[src/rtl/pipe_detect_pkg.sv]
// rtl/pipe_detect_pkg.sv - shared types and constants for the PIPE receiver-detect sequencer
//
// Holds the detect FSM state encoding, the RxStatus code that signals a
// detected receiver, PIPE PowerDown codes and the link-width encodings
// used by lane_width_calc and pipe_rx_detect_ctrl.
package pipe_detect_pkg;

  typedef enum logic [2:0] {
    IDLE,
    DETECT_REQ,
    DETECT_WAIT,
    EVAL,
    RETRY_WAIT,
    DONE
  } det_state_e;

  localparam logic [2:0] RXSTATUS_DETECTED = 3'b011;

  localparam logic [3:0] POWERDOWN_P0  = 4'd0;
  localparam logic [3:0] POWERDOWN_P0S = 4'd1;
  localparam logic [3:0] POWERDOWN_P1  = 4'd2;
  localparam logic [3:0] POWERDOWN_P2  = 4'd3;

  localparam logic [5:0] WIDTH_X0  = 6'd0;
  localparam logic [5:0] WIDTH_X1  = 6'd1;
  localparam logic [5:0] WIDTH_X2  = 6'd2;
  localparam logic [5:0] WIDTH_X4  = 6'd4;
  localparam logic [5:0] WIDTH_X8  = 6'd8;
  localparam logic [5:0] WIDTH_X16 = 6'd16;
  localparam logic [5:0] WIDTH_X32 = 6'd32;

  // Candidate link widths in increasing order; the last one that fits wins.
  localparam int NUM_WIDTHS = 6;
  localparam logic [5:0] WIDTH_CODES [NUM_WIDTHS] =
    '{WIDTH_X1, WIDTH_X2, WIDTH_X4, WIDTH_X8, WIDTH_X16, WIDTH_X32};

endpackage

[src/rtl/lane_width_calc.sv]
// rtl/lane_width_calc.sv - popcount and contiguous link width over a detected-lane mask
//
// Purely combinational; also used by the LTSSM when upconfiguring.
// Ports:
//   det_i        detected-lane mask
//   count_o      number of set bits in det_i
//   width_o      largest supported width w with det_i[w-1:0] all set (0 if lane 0 missing)
//   width_rev_o  same, counted from the top lane downward; 0 when REV_EN=0
module lane_width_calc
  import pipe_detect_pkg::*;
#(
  parameter int LANES  = 16,
  parameter bit REV_EN = 1'b0
) (
  input  logic [LANES-1:0]         det_i,
  output logic [$clog2(LANES+1)-1:0] count_o,
  output logic [5:0]               width_o,
  output logic [5:0]               width_rev_o
);

  localparam int CW = $clog2(LANES + 1);

  logic fwd_ok;
  logic rev_ok;

  always_comb begin
    count_o = '0;
    for (int i = 0; i < LANES; i++) begin
      count_o = count_o + CW'(det_i[i]);
    end
  end

  always_comb begin
    width_o     = WIDTH_X0;
    width_rev_o = WIDTH_X0;
    fwd_ok      = 1'b0;
    rev_ok      = 1'b0;
    for (int k = 0; k < NUM_WIDTHS; k++) begin
      if (int'(WIDTH_CODES[k]) <= LANES) begin
        fwd_ok = 1'b1;
        rev_ok = 1'b1;
        for (int i = 0; i < LANES; i++) begin
          if (i < int'(WIDTH_CODES[k])) begin
            if (!det_i[i]) fwd_ok = 1'b0;
            if (!det_i[LANES-1-i]) rev_ok = 1'b0;
          end
        end
        if (fwd_ok) width_o = WIDTH_CODES[k];
        if (rev_ok && REV_EN) width_rev_o = WIDTH_CODES[k];
      end
    end
  end

endmodule

[src/rtl/pipe_rx_detect_ctrl.sv]
// rtl/pipe_rx_detect_ctrl.sv - PIPE receiver-detect sequencer for LTSSM Detect.Active
//
// Issues TxDetectRx_Loopback to every lane, collects per-lane PhyStatus /
// RxStatus, retries a bounded number of times when nothing is found, and
// reports the detected mask, its popcount and the contiguous link width.
// Optional macro LANE_REVERSAL_EN adds lane_reversed and lets the width be
// taken from the top lane downward when that gives a wider link.
// Ports:
//   clk, reset            PCLK, asynchronous active-high reset
//   start, abort          sequence start pulse, synchronous abort
//   PhyStatus, RxStatus   per-lane PIPE status inputs
//   TxDetectRx_Loopback   per-lane detect request
//   PowerDown, TxElecIdle held at PD_P1 / electrical idle during detect
//   busy, done            sequence in progress, one-cycle results-valid pulse
//   detected_mask/count, link_width, timeout_err, [lane_reversed]  results
module pipe_rx_detect_ctrl
  import pipe_detect_pkg::*;
#(
  parameter int         LANES          = 16,
  parameter int         TIMEOUT_CYCLES = 1024,
  parameter int         RETRY_GAP      = 256,
  parameter int         MAX_ATTEMPTS   = 2,
  parameter logic [3:0] PD_P1          = POWERDOWN_P1
) (
  input  logic                         clk,
  input  logic                         reset,
  input  logic                         start,
  input  logic                         abort,
  input  logic [LANES-1:0]             PhyStatus,
  input  logic [3*LANES-1:0]           RxStatus,
  output logic [LANES-1:0]             TxDetectRx_Loopback,
  output logic [4*LANES-1:0]           PowerDown,
  output logic [LANES-1:0]             TxElecIdle,
  output logic                         busy,
  output logic                         done,
  output logic [LANES-1:0]             detected_mask,
  output logic [$clog2(LANES+1)-1:0]   detected_count,
  output logic [5:0]                   link_width,
`ifdef LANE_REVERSAL_EN
  output logic                         lane_reversed,
`endif
  output logic                         timeout_err
);

  localparam int CW = $clog2(LANES + 1);
  localparam int TW = (TIMEOUT_CYCLES > 1) ? $clog2(TIMEOUT_CYCLES) : 1;
  localparam int GW = (RETRY_GAP > 1) ? $clog2(RETRY_GAP) : 1;
  localparam int AW = $clog2(MAX_ATTEMPTS + 1);
`ifdef LANE_REVERSAL_EN
  localparam bit REV_EN = 1'b1;
`else
  localparam bit REV_EN = 1'b0;
`endif

  det_state_e        state_q, state_d;
  logic [AW-1:0]     attempt_q, attempt_d;
  logic [LANES-1:0]  resp_q, resp_d;
  logic [LANES-1:0]  det_q, det_d;
  logic              to_q, to_d;
  logic [TW-1:0]     wait_tmr_q, wait_tmr_d;
  logic [GW-1:0]     gap_tmr_q, gap_tmr_d;
  logic              res_load;

  logic [LANES-1:0]  mask_q;
  logic [CW-1:0]     count_q;
  logic [5:0]        width_q;
  logic              to_err_q;
`ifdef LANE_REVERSAL_EN
  logic              rev_q;
`endif

  logic [CW-1:0]     count_w;
  logic [5:0]        width_fwd_w;
  logic [5:0]        width_rev_w;
  logic              use_rev;

  lane_width_calc #(
    .LANES  (LANES),
    .REV_EN (REV_EN)
  ) u_width (
    .det_i       (det_q),
    .count_o     (count_w),
    .width_o     (width_fwd_w),
    .width_rev_o (width_rev_w)
  );

  // width_rev_w is forced to 0 when reversal is disabled, so this never picks it.
  assign use_rev = (width_rev_w > width_fwd_w);

  always_comb begin
    state_d    = state_q;
    attempt_d  = attempt_q;
    resp_d     = resp_q;
    det_d      = det_q;
    to_d       = to_q;
    wait_tmr_d = wait_tmr_q;
    gap_tmr_d  = gap_tmr_q;
    res_load   = 1'b0;
    case (state_q)
      IDLE: begin
        if (start) begin
          state_d   = DETECT_REQ;
          attempt_d = AW'(1);
          resp_d    = '0;
          det_d     = '0;
          to_d      = 1'b0;
        end
      end
      DETECT_REQ: begin
        wait_tmr_d = '0;
        state_d    = DETECT_WAIT;
      end
      DETECT_WAIT: begin
        // Only the first PhyStatus of a lane in an attempt is captured.
        for (int i = 0; i < LANES; i++) begin
          if (PhyStatus[i] && !resp_q[i]) begin
            resp_d[i] = 1'b1;
            det_d[i]  = (RxStatus[3*i +: 3] == RXSTATUS_DETECTED);
          end
        end
        if (&resp_d) begin
          state_d = EVAL;
        end else if (wait_tmr_q == TW'(TIMEOUT_CYCLES - 1)) begin
          state_d = EVAL;
          to_d    = 1'b1;
        end else begin
          // Leaving at the terminal count keeps the timer from ever wrapping.
          wait_tmr_d = wait_tmr_q + 1'b1;
        end
      end
      EVAL: begin
        if ((det_q != '0) || (attempt_q == AW'(MAX_ATTEMPTS))) begin
          state_d  = DONE;
          res_load = 1'b1;
        end else begin
          state_d   = RETRY_WAIT;
          attempt_d = attempt_q + 1'b1;
          gap_tmr_d = '0;
        end
      end
      RETRY_WAIT: begin
        if (gap_tmr_q == GW'(RETRY_GAP - 1)) begin
          state_d = DETECT_REQ;
          resp_d  = '0;
          det_d   = '0;
          to_d    = 1'b0;
        end else begin
          gap_tmr_d = gap_tmr_q + 1'b1;
        end
      end
      DONE: begin
        state_d = IDLE;
      end
      default: begin
        state_d = IDLE;
      end
    endcase
    // Abort wins over everything, including a coincident start.
    if (abort) begin
      state_d  = IDLE;
      res_load = 1'b0;
    end
  end

  always_ff @(posedge clk or posedge reset) begin
    if (reset) begin
      state_q    <= IDLE;
      attempt_q  <= '0;
      resp_q     <= '0;
      det_q      <= '0;
      to_q       <= 1'b0;
      wait_tmr_q <= '0;
      gap_tmr_q  <= '0;
      mask_q     <= '0;
      count_q    <= '0;
      width_q    <= WIDTH_X0;
      to_err_q   <= 1'b0;
`ifdef LANE_REVERSAL_EN
      rev_q      <= 1'b0;
`endif
    end else begin
      state_q    <= state_d;
      attempt_q  <= attempt_d;
      resp_q     <= resp_d;
      det_q      <= det_d;
      to_q       <= to_d;
      wait_tmr_q <= wait_tmr_d;
      gap_tmr_q  <= gap_tmr_d;
      // Results are latched on the way into DONE so they are valid with done.
      if (res_load) begin
        mask_q   <= det_q;
        count_q  <= count_w;
        width_q  <= use_rev ? width_rev_w : width_fwd_w;
        to_err_q <= to_q;
`ifdef LANE_REVERSAL_EN
        rev_q    <= use_rev;
`endif
      end
    end
  end

  always_comb begin
    TxDetectRx_Loopback = '0;
    if (state_q == DETECT_REQ) begin
      TxDetectRx_Loopback = '1;
    end else if (state_q == DETECT_WAIT) begin
      TxDetectRx_Loopback = ~resp_q;
    end
  end

  assign PowerDown      = {LANES{PD_P1}};
  assign TxElecIdle     = '1;
  assign busy           = (state_q != IDLE);
  assign done           = (state_q == DONE);
  assign detected_mask  = mask_q;
  assign detected_count = count_q;
  assign link_width     = width_q;
  assign timeout_err    = to_err_q;
`ifdef LANE_REVERSAL_EN
  assign lane_reversed  = rev_q;
`endif

endmodule

[config.mk]
export PLATFORM = sky130hd
export DESIGN_NAME = pipe_rx_detect_ctrl
export DESIGN_NICKNAME = d
export VERILOG_FILES = /design/src/rtl/pipe_detect_pkg.sv /design/src/rtl/lane_width_calc.sv /design/src/rtl/pipe_rx_detect_ctrl.sv
export SDC_FILE = /design/constraint.sdc
export NUM_CORES = 1
export LEC_CHECK = 0
export BUFFER_PORTS_ARGS = -buffer_cell sky130_fd_sc_hd__buf_2
export CORE_MARGIN = 1
export CORE_UTILIZATION = 35
export DETAILED_ROUTE_END_ITERATION = 12
export PLACE_DENSITY = 0.71
export SYNTH_ARGS = -nofsm -noshare
export SYNTH_HDL_FRONTEND = slang
export SYNTH_SLANG_ARGS = --single-unit
[constraint.sdc]
create_clock -name clk -period 5.6 [get_ports clk]
set_input_delay 0 -clock clk [delete_from_list [all_inputs] [get_ports clk]]
set_output_delay 0 -clock clk [all_outputs]
set_load 0.01 [all_outputs]
==> flow_metrics.tcl <==
set metrics [dict create \
    status "finished clean" \
    synth-seq-area-share_pct 41.6 \
    worst_pin_slew_ns 0.745 \
    area_growth_pct 19.1 \
    hp-class "in -> reg" \
    port_buffers 112 \
    grt.total_usage_pct 16.7 \
    wl_per_cell_microns 13.6 \
    routed_via_density 4.71 \
    ioPinCount 194 \
    grt_overflow 0 \
    drv_cap 0 \
    period_share_pct 72.8 \
    p_leak_nw 2.99 \
    synth_area_leader_cell "dfrtp_1" \
    drtPass1Iterations 7 \
    grt_pass1_vias 3745 \
    ir_drop_uv 237 \
    wl_microns 11900 \
    dpl_cell_area_sq_um 5420 \
    ys_ff_latch 83 \
    dieArea_sq_um 14700 \
    clk_latency_ns 0.35 \
    grt_pass1_wl_microns 19000 \
    gp_congestion 0.903 \
    synth_cell_types 48 \
    finalNetCount 783 \
    rsz0062_at_grt "no" \
    setup_viol 0 \
    slew_violations 0 \
    antenna_found_initial 0 \
    synthTopCellsByArea "dfrtp_1 (42%), buf_4 (12%), o21ai_0 (5.9%)" \
    fin_hold_ws_ns 0.0268 \
    synth-edff-count 0 \
    clkSlewWorstSetupHoldPaths_ns 0.07 \
    final_hold_viol_count 0 \
    die_w_microns 121 \
    drtAntennaViolNets 0 \
    cts_resized 0 \
    arrival_ns 4.28 \
    hpwl_microns 8720 \
    synth_area_per_cell_sq_um 8.78 \
    ys.flop_type "dfrtp_1" \
    p_switching_w 0.000887 \
    max_freq_ghz 0.245 \
    critPathKind "reg -> reg" \
    synth_top_area_share_pct 41.6 \
    cp.required_ns 5.80 \
    syn_inst 568 \
    design_area_sq_um 5940 \
    cts_sinks 83 \
    cp-start-kind "register" \
    netlist_area_sq_um 4990 \
    cts_tree "yes" \
    num_vias 4136 \
    die_h_microns 121 \
    start_util_pct 35.9 \
    worstSetupEndpointType "register" \
    numCtsBuffers 9 \
    clock-root-buffer "clkbuf_16" \
    grt_start_max_net_pins 57 \
    ys_warn_count 0 \
    cts.path.max_buffers 2 \
    crit_fanout 4 \
    power_density_nw_per_um2 375 \
    drive_gt1_share_pct 20.5 \
    p_seq_share_pct 35.6 \
    power_frac_clock_pct 27.1 \
    p_int_w 0.00134 \
    pwr-share-comb_pct 37.3 \
    drc_errors 0 \
    finClkSkew_ns 0.00972 \
    rows 43 \
    core_sq_um 13900 \
    swShare_pct 39.8 \
    slew_headroom_pct 50.3 \
    synth-async-reset-ratio_pct 100 \
    htreeDepth 3 \
    num_antenna_cells 0 \
    power_w 0.00223 \
    fin_tns_setup_ns 0 \
    post-route-min-period_ns 4.08 \
    drt_iter0_markers 242 \
]
-- power by group through the flow --
stage | clock network [W] | logic (W) | registers, W
after floorplan | 0 | 0.000600 | 0.000764
after global placement | 0 | 0.000805 | 0.000798
after detailed placement | 0 | 0.000814 | 0.000802
after CTS | 0.000620 | 0.000832 | 0.000792
after global routing | 0.000641 | 0.000937 | 0.000809
final | 0.000604 | 0.000830 | 0.000793
-- stage by stage --
stage / utilization, % / setup slack (ns) / std cells
2_1_floorplan: - / 1.72 / 647
5_1_grt: 42.8 / 1.27 / 879
4_1_cts: 42.8 / 1.50 / 879
3_3_place_gp: 39.0 / 1.62 / 841
6_report: 42.8 / 1.52 / 879
3_5_place_dp: 39.0 / 1.55 / 841
-- final timing paths --
kind / depth (start not counted) / endpoint / start / slack [ns]
hold / removal: 3 / det_q[12]$_DFFE_PP0P_ / RxStatus[38] / 0.03
min in group asynchronous: 3 / detected_mask[3]$_DFFE_PP0P_ / reset / 0.21
setup reg to reg: 13 / detected_count[4]$_DFFE_PP0P_ / det_q[0]$_DFFE_PP0P_ / 1.52
setup / recovery: 13 / detected_count[4]$_DFFE_PP0P_ / det_q[0]$_DFFE_PP0P_ / 1.52
hold reg to reg: 2 / link_width[4]$_DFFE_PP0P_ / link_width[4]$_DFFE_PP0P_ / 0.48
max in group asynchronous: 4 / det_q[9]$_DFFE_PP0P_ / reset / 4.30
-- logic make-up after synthesis --
kind of cell	count (synthesis)	share of synthesized area, %
buffers and inverters	130	16.0
and+or+nand+nor	193	17.5
muxes	12	2.53
DFF	83	41.6
xor gates and xnor gates	8	1.40
adders and majority gates	21	6.77
other	2	0.151
AOI/OAI and AO/OA	119	14.0
-- per-layer routing --
metal,up-vias,global-route usage (%),part of all wire [%]
met1,1946,23.2,46
met5,-,0,0
met2,161,26.5,47
met4,0,3.94,1.0
met3,16,3.62,6.1
li1,2013,-,-
-- registers in the layout, indices dropped and copies added, names as in the netlist, 2 cells and up --
register	flops
det_q	16
gap_tmr_q	8
detected_mask	16
resp_q	16
detected_count	5
link_width	5
state_q	3
wait_tmr_q	10
attempt_q	2
-- worst max-delay path, cell delays in order, from the launching register on --
cell	delay, ns
dfrtp_1	0.40
inv_1	0.07
ha_1	0.28
inv_1	0.07
fa_1	0.43
fa_1	0.55
fa_1	0.44
fa_1	0.49
inv_1	0.05
fa_1	0.39
fa_1	0.42
a21o_1	0.20
nand2_1	0.06
o21ai_0	0.08
-- cell usage after synthesis, types with 3 or more instances --
master and number:
a21oi_1 24, nand3_1 10, nand2_1 70, dfrtp_1 83, nand4_1 11, o22ai_1 8
inv_1 27, buf_4 81, ha_1 11, mux2_2 5, nor3_1 9, a22o_1 14
clkbuf_1 18, mux2i_1 7, nor4_1 3, xnor2_1 7, or3_1 5, nor2_1 66
buf_2 3, fa_1 10, nor3b_1 5, o21ai_0 59
-- repair_timing --
| action | 4_1_cts | 5_1_grt |
|---|---|---|
| hold endpoints to repair | 48 | 0 |
| hold buffers | 22 | 0 |
| buffers inserted | 0 | 0 |
-- cells in the final DEF, fill, tap and decap left out, drive strengths merged, types with 2 or more instances in the layout --
cell type	Yosys	layout
nand3	10	10
o31ai	2	2
o21ai	59	59
a21oi	24	24
mux2	5	5
and3	2	2
nor4	3	3
and4	2	2
a21o	2	2
nor2	66	66
clkbuf	19	9
mux2i	7	7
fa	10	10
nor3	9	9
or3	5	5
nand2	70	70
clkinv	0	2
nor3b	5	5
xnor2	7	7
inv	27	28
o21a	2	2
buf	84	117
o41ai	2	2
dfrtp	83	83
dlygate4sd3	0	22
nand4	11	11
conb	2	81
a22o	14	14
or3b	2	2
ha	11	11
o22ai	8	8
clkinvlp	0	3
-- area by class of cell --
type | instances | area [sq um]
multi-input combinational | 434 | 2420
timing repair buffer | 139 | 818
tap | 180 | 225
inverter | 27 | 103
sequential | 83 | 2080
clock buffer | 9 | 225
fill | 1418 | 7940
clock inverter | 7 | 75.1
Power figures use the tool's default switching activity.
